<file path="src/rtl/tick_timer_pkg.sv">
// Shared types for the tick interval timer.
package tick_timer_pkg;

   typedef enum logic {IDLE, RUN} tmr_state_t;

endpackage

</file>
<file path="src/rtl/tick_interval_timer_if.sv">
// Request/status bundle between a control FSM (master) and the tick interval timer (slave).
interface tick_interval_timer_if #(
   parameter int CNT_W = 8
);
   logic             tick;
   logic             start;
   logic             abort;
   logic [CNT_W-1:0] load_val;
   logic             auto_rel;
   logic             busy;
   logic             expired;
   logic [CNT_W-1:0] remaining;
   logic             overrun;

   modport master (
      output tick, start, abort, load_val, auto_rel,
      input  busy, expired, remaining, overrun
   );

   modport slave (
      input  tick, start, abort, load_val, auto_rel,
      output busy, expired, remaining, overrun
   );
endinterface

</file>
<file path="src/rtl/tick_interval_timer.sv">
// Programmable down-timer counting prescaler carry pulses; one-shot or auto-reload,
// emits a registered one-cycle expiry pulse. Request priority: abort > start > tick.
module tick_interval_timer
   import tick_timer_pkg::*;
#(
   parameter int CNT_W = 8
) (
   input  logic                 clk,
   input  logic                 clr_n,
   tick_interval_timer_if.slave tmr
);

   tmr_state_t       state_reg, state_next;
   logic [CNT_W-1:0] remaining_reg, remaining_next;
   logic [CNT_W-1:0] reload_reg, reload_next;
   logic             periodic_reg, periodic_next;
   logic             expired_reg, expired_next;
   logic             overrun_reg, overrun_next;

   always_ff @(posedge clk or negedge clr_n) begin
      if (!clr_n) begin
         state_reg     <= IDLE;
         remaining_reg <= '0;
         reload_reg    <= '0;
         periodic_reg  <= 1'b0;
         expired_reg   <= 1'b0;
         overrun_reg   <= 1'b0;
      end else begin
         state_reg     <= state_next;
         remaining_reg <= remaining_next;
         reload_reg    <= reload_next;
         periodic_reg  <= periodic_next;
         expired_reg   <= expired_next;
         overrun_reg   <= overrun_next;
      end
   end

   always_comb begin
      state_next     = state_reg;
      remaining_next = remaining_reg;
      reload_next    = reload_reg;
      periodic_next  = periodic_reg;
      expired_next   = 1'b0;
      overrun_next   = overrun_reg;

      if (tmr.abort) begin
         // Abort swallows any same-cycle expiry.
         state_next     = IDLE;
         remaining_next = '0;
         overrun_next   = 1'b0;
      end else if (tmr.start) begin
         if (state_reg == RUN) begin
            overrun_next = 1'b1;
         end
         if (tmr.load_val != '0) begin
            state_next     = RUN;
            remaining_next = tmr.load_val;
            reload_next    = tmr.load_val;
            periodic_next  = tmr.auto_rel;
         end else begin
            // A zero-length interval expires at once without entering RUN.
            state_next     = IDLE;
            remaining_next = '0;
            expired_next   = 1'b1;
         end
      end else if (tmr.tick && (state_reg == RUN)) begin
         if (remaining_reg > CNT_W'(1)) begin
            remaining_next = remaining_reg - CNT_W'(1);
         end else if (remaining_reg == CNT_W'(1)) begin
            expired_next = 1'b1;
            if (periodic_reg) begin
               remaining_next = reload_reg;
            end else begin
               remaining_next = '0;
               state_next     = IDLE;
            end
         end
      end
   end

   assign tmr.busy      = (state_reg == RUN);
   assign tmr.expired   = expired_reg;
   assign tmr.remaining = remaining_reg;
   assign tmr.overrun   = overrun_reg;

endmodule

</file>
<file path="src/flat_wrapper.sv">
// flat-port wrapper written by rule: the top's interface ports become plain ports
module tick_interval_timer_flat import tick_timer_pkg::*;
#(
   parameter int CNT_W = 8
)
  (clk, clr_n, tmr_tick, tmr_start, tmr_abort, tmr_load_val, tmr_auto_rel, tmr_busy, tmr_expired, tmr_remaining, tmr_overrun);
  tick_interval_timer_if #(.CNT_W(CNT_W)) tmr_i ();
  input  logic clk;
  input  logic clr_n;
  input wire logic [$bits(tmr_i.tick)-1:0] tmr_tick;
  input wire logic [$bits(tmr_i.start)-1:0] tmr_start;
  input wire logic [$bits(tmr_i.abort)-1:0] tmr_abort;
  input wire logic [$bits(tmr_i.load_val)-1:0] tmr_load_val;
  input wire logic [$bits(tmr_i.auto_rel)-1:0] tmr_auto_rel;
  output wire logic [$bits(tmr_i.busy)-1:0] tmr_busy;
  output wire logic [$bits(tmr_i.expired)-1:0] tmr_expired;
  output wire logic [$bits(tmr_i.remaining)-1:0] tmr_remaining;
  output wire logic [$bits(tmr_i.overrun)-1:0] tmr_overrun;
  assign tmr_i.tick = tmr_tick;
  assign tmr_i.start = tmr_start;
  assign tmr_i.abort = tmr_abort;
  assign tmr_i.load_val = tmr_load_val;
  assign tmr_i.auto_rel = tmr_auto_rel;
  assign tmr_busy = tmr_i.busy;
  assign tmr_expired = tmr_i.expired;
  assign tmr_remaining = tmr_i.remaining;
  assign tmr_overrun = tmr_i.overrun;
  tick_interval_timer #(.CNT_W(CNT_W)) u_core (.clk(clk), .clr_n(clr_n), .tmr(tmr_i));
endmodule
</file>
<file path="config.mk">
export PLATFORM = sky130hd
export DESIGN_NAME = tick_interval_timer_flat
export DESIGN_NICKNAME = d
export VERILOG_FILES = /design/src/rtl/tick_timer_pkg.sv /design/src/rtl/tick_interval_timer_if.sv /design/src/rtl/tick_interval_timer.sv /design/src/flat_wrapper.sv
export SDC_FILE = /design/constraint.sdc
export NUM_CORES = 1
export LEC_CHECK = 0
export ABC_AREA = 1
export BUFFER_PORTS_ARGS = -buffer_cell sky130_fd_sc_hd__buf_2
export CORE_MARGIN = 4
export CORE_UTILIZATION = 54
export DETAILED_ROUTE_END_ITERATION = 10
export GPL_ROUTABILITY_DRIVEN = 0
export PLACE_DENSITY = 0.88
export SLEW_MARGIN = 25
export SYNTH_ARGS = -nofsm -noshare
export SYNTH_HDL_FRONTEND = slang
export SYNTH_SLANG_ARGS = --single-unit
</file>
<file path="constraint.sdc">
create_clock -name clk -period 1.79 [get_ports clk]
set_input_delay 0.358 -clock clk [delete_from_list [all_inputs] [get_ports clk]]
set_output_delay 0.358 -clock clk [all_outputs]
set_load 0.005 [all_outputs]
</file>
After elaboration in Yosys (flattened, before gate mapping):

Cells that the tools add are included.

* register bits: 20

* equal/unequal tests: 3
* bitwise logic cells: 1
* add/sub/neg operators: 1
* $lt $le $gt $ge: 1
* muxes and demuxes: 23
* reduce and logical (&&, ||, !) cells: 11

Operator list (number)
* 8-bit two-way mux: 7
* 1-bit two-way mux: 16
* 8-bit by 1-bit equality test with 1-bit output (second input constant): 1
* 8-bit by 1-bit > comparator with 1-bit output (second input constant): 1
* 8-bit nonzero test: 1
* 8-bit by 1-bit subtractor with 8-bit output (second input constant): 1
* 3-bit inequality test (second input constant): 2
* 3-bit nonzero test: 2
* 2-bit AND reduction: 2
* 4-bit AND reduction: 1
* 2-bit nonzero test: 2
* 4-bit nonzero test: 1
* 3-bit AND reduction: 1
* 1-bit logical AND: 1
* 1-bit inverter: 1

Depth between registers and ports, before layout:

* word-level depth: 6
* gate-level depth with buffers: 11
* depth with buffers taken out: 10

Worst setup path before layout:

OpenSTA, ideal clock, no wires.

* path type: reg-to-reg
* start: register u_core.remaining_reg[0], in the netlist u_core.tmr.remaining[0]
* end: register u_core.remaining_reg[4], in the netlist u_core.tmr.remaining[4]
* library setup time: 0.116 ns
* period minus slack after synthesis: 1.498 ns
* data arrival time: 1.381 ns
* setup slack: 0.292 ns
* stages on the path, launching flop included: 11
* path buffers: 0
* cell sequence: dfrtp_1 -> inv_1 -> ha_1 -> nand2_4 -> nor2_4 -> nor2_1 -> nand2_1 -> nand2_1 -> nand2_1 -> nand2_1 -> nand2_1

* cells in the longest elaborated chain, start to end: 5
* elaborated cells between the ends (all ways): 9
* those cells by class: 1 x add/sub; 1 x order compare; 1 x eq/ne; 4 x mux; 2 x reduce/logical

RTL lines
* from (decl): line tick_interval_timer.sv:14 `logic [CNT_W-1:0] remaining_reg, remaining_next;`
* from (signal assigned): line tick_interval_timer.sv:30 `remaining_reg <= remaining_next;`
* 8-bit by 1-bit subtractor with 8-bit output / 8-bit by 1-bit > comparator with 1-bit output (equally long branches): line tick_interval_timer.sv:68, tick_interval_timer.sv:67
* 8-bit two-way mux: line tick_interval_timer.sv:67 `if (remaining_reg > CNT_W'(1)) begin`
* 8-bit two-way mux: line tick_interval_timer.sv:66 `end else if (tmr.tick && (state_reg == RUN)) begin`
* 8-bit two-way mux: line tick_interval_timer.sv:51 `end else if (tmr.start) begin`
* 8-bit two-way mux: line tick_interval_timer.sv:46 `if (tmr.abort) begin`

Several ways; a longest one is shown, not always the timed one. The select of a mux whose other input is x is not followed.
A chain may end at the register's enable or synchronous reset.

Final worst setup path:

* start: register u_core.remaining_reg[0], in the netlist u_core.tmr.remaining[0]
* end: register u_core.remaining_reg[1], in the netlist u_core.tmr.remaining[1]

Same word-level chain as after synthesis.

==> results.json <==
{
  "r2r_setup_slack_ns": 0.13,
  "reg2reg_depth": 9,
  "cts_tree": "done",
  "final_nets": 221,
  "synthArstFlopShare_pct": 100,
  "placed_cell_area_um2": 1420,
  "avgRoutedWirePerCell_um": 13.8,
  "cts-htree-levels": 1,
  "yosysSeqAreaShare_pct": 39.2,
  "syn2layout_area_growth_pct": 15.6,
  "antenna_found_initial": 0,
  "finalPower_mw": 1.37,
  "post_cts_buffers": 0,
  "finalCritPeriodShare_pct": 92.9,
  "mostFrequentLayoutCells": "nand2_1 (65), buf_2 (24), dfrtp_1 (20)",
  "mostFrequentLayoutCell": "nand2_1",
  "timing.fmax_mhz": 601,
  "dp_hpwl_um": 2350,
  "drcViolationCount": 0,
  "synth_edf_count": 0,
  "via_count": 1322,
  "grt_pass1_wl_um": 5520,
  "rr_startpoint": "u_core.tmr.remaining[0]$_DFFE_PN0P_",
  "ctsRootBufferMaster": "clkbuf_4",
  "hold_path.class": "primary input to register",
  "dr.first_iter.drc_count": 35,
  "fin_worst_skew_ns": 0.000771,
  "die_y_um": 56.6,
  "rr_endpoint": "u_core.tmr.remaining[1]$_DFFE_PN0P_",
  "place_inst": 227,
  "antenna_cells": 0,
  "slew_viol_final": 0,
  "crit_start": "u_core.tmr.remaining[0]$_DFFE_PN0P_",
  "cts_sinks": 20,
  "start_util_pct": 57.2,
  "power.density_nw_per_um2": 930,
  "slew_headroom_pct": 68.4,
  "path_max_fanout": 16,
  "preCtsSetupSlack_ns": 0.110,
  "clk_latency_ns": 0.30,
  "tightestPinTransition_ns": 0.474,
  "io_buffers": 24,
  "ios": 25,
  "drt-vias-per-instance": 5.70,
  "cp-start-kind": "register",
  "setup-tns-final_ns": 0,
  "avgSynthCellArea_um2": 7.14,
  "yosys_register_bits": 20,
  "synth_cell_types": 24,
  "overflow": 0,
  "ys_warn_count": 0,
  "cp-endpoint": "u_core.tmr.remaining[1]$_DFFE_PN0P_",
  "grt_max_degree": 21,
  "end_kind": "register",
  "hold_slack_ns": 0.240,
  "dieArea_um2": 3210,
  "grtUsageTotal_pct": 21.3,
  "wl_um": 3210,
  "worst-endpoint-required_ns": 2.00,
  "core-area_um2": 2230,
  "cap_violations": 0,
  "drt_first_pass_iters": 4,
  "ant_nets": 0,
  "period_needed_ns": 1.66,
  "rows": 17,
  "finalHoldViolCount": 0,
  "syn_nets": 195,
  "crit_type": "register to register",
  "syn-instance-count": 179,
  "finalSetupViolCount": 0,
  "cts.clk_slew.worst_paths_ns": 0.12,
  "synth_ff_type": "dfrtp_1",
  "final_util_pct": 66.1,
  "cts_max_path_buffers": 2,
  "numCtsBuffers": 3,
  "stdcell_area_um2": 1480,
  "chipWidth_um": 56.6,
  "arrival_ns": 1.87,
  "leakage_nw": 0.780,
  "syn_area_um2": 1280,
  "irDropWorstVdd_mv": 0.722,
  "fin_ws_ns": 0.127,
  "outcome": "completed",
  "grt_pass1_vias": 1272,
  "drive_gt1_share_pct": 21.6,
  "instances_no_fill": 232
}
Yosys cell counts, types with 2 or more instances:
| library cell | instances | area [µm²] |
|---|---|---|
| nand2_1 | 65 | 244 |
| dfrtp_1 | 20 | 500 |
| nand3_1 | 19 | 95.1 |
| nor2_1 | 16 | 60.1 |
| inv_1 | 10 | 37.5 |
| nand4_1 | 10 | 62.6 |
| o21ai_0 | 9 | 45.0 |
| clkbuf_1 | 5 | 18.8 |
| nand2_4 | 3 | 33.8 |
| nor2_2 | 3 | 18.8 |
| nor2_4 | 3 | 33.8 |
| ha_1 | 2 | 25.0 |
| nor4_1 | 2 | 12.5 |
| xnor2_1 | 2 | 17.5 |
report_power, final:
group          switching [mW]  leakage, nW  internal [mW]
logic                   0.318        0.505          0.192
registers              0.0780        0.254          0.513
clock network           0.148       0.0210          0.124
cell type report:
cell class | instances | area [µm²]
Sequential cell | 20 | 500
Tap cell | 28 | 35.0
Inverter | 11 | 41.3
Clock buffer | 4 | 36.3
Timing Repair Buffer | 28 | 153
Fill cell | 194 | 757
Multi-Input combinational cell | 141 | 711
cell families (layout without fill, tap and decap cells):
group	after synthesis	after routing	synth area share (%)
simple gates	124	124	45.6
compound gates	12	12	5.19
xor+xnor	3	3	2.06
buf+inv	18	43	5.97
fa+ha+maj	2	2	1.96
flops	20	20	39.2
worst max-delay path, stage by stage (launching register included):
cell and delay (ns):
dfrtp_1 0.42, inv_1 0.10, ha_1 0.28, nand2_4 0.11, nor2_4 0.14, nand3_2 0.10
nand2_4 0.18, nor2_1 0.07, nand2_1 0.08, nand2_1 0.06
routing by layer:
metal  track usage [%]  vias to the layer above  wire (µm)
li1                  -                      630          -
met1              28.0                      637       1370
met2              35.1                       51       1610
met3              2.99                        4        199
met4              8.14                        0         25
met5                 0                        -          0
what timing repair did:
| item | CTS | global route |
|---|---|---|
| resized for setup | 0 | 2 |
| hold endpoints to repair | 13 | 0 |
| hold buffers | 1 | 0 |
| endpoints found under the setup margin | 0 | 8 |
how the worst min path moves through the flow:
stage,start,end,slack (ns),cells after the start
after global routing,tmr_abort,u_core.tmr.overrun$_DFFE_PN0P_,0.24,2
after floorplan,clr_n,u_core.periodic_reg$_DFFE_PN0P_,0.06,0
final,tmr_abort,u_core.tmr.overrun$_DFFE_PN0P_,0.24,2
after global placement,clr_n,u_core.tmr.remaining[1]$_DFFE_PN0P_,0.33,1
after CTS,tmr_abort,u_core.tmr.overrun$_DFFE_PN0P_,0.24,2
after detailed placement,clr_n,u_core.tmr.remaining[1]$_DFFE_PN0P_,0.34,1
(Power assumes the default switching activity.)
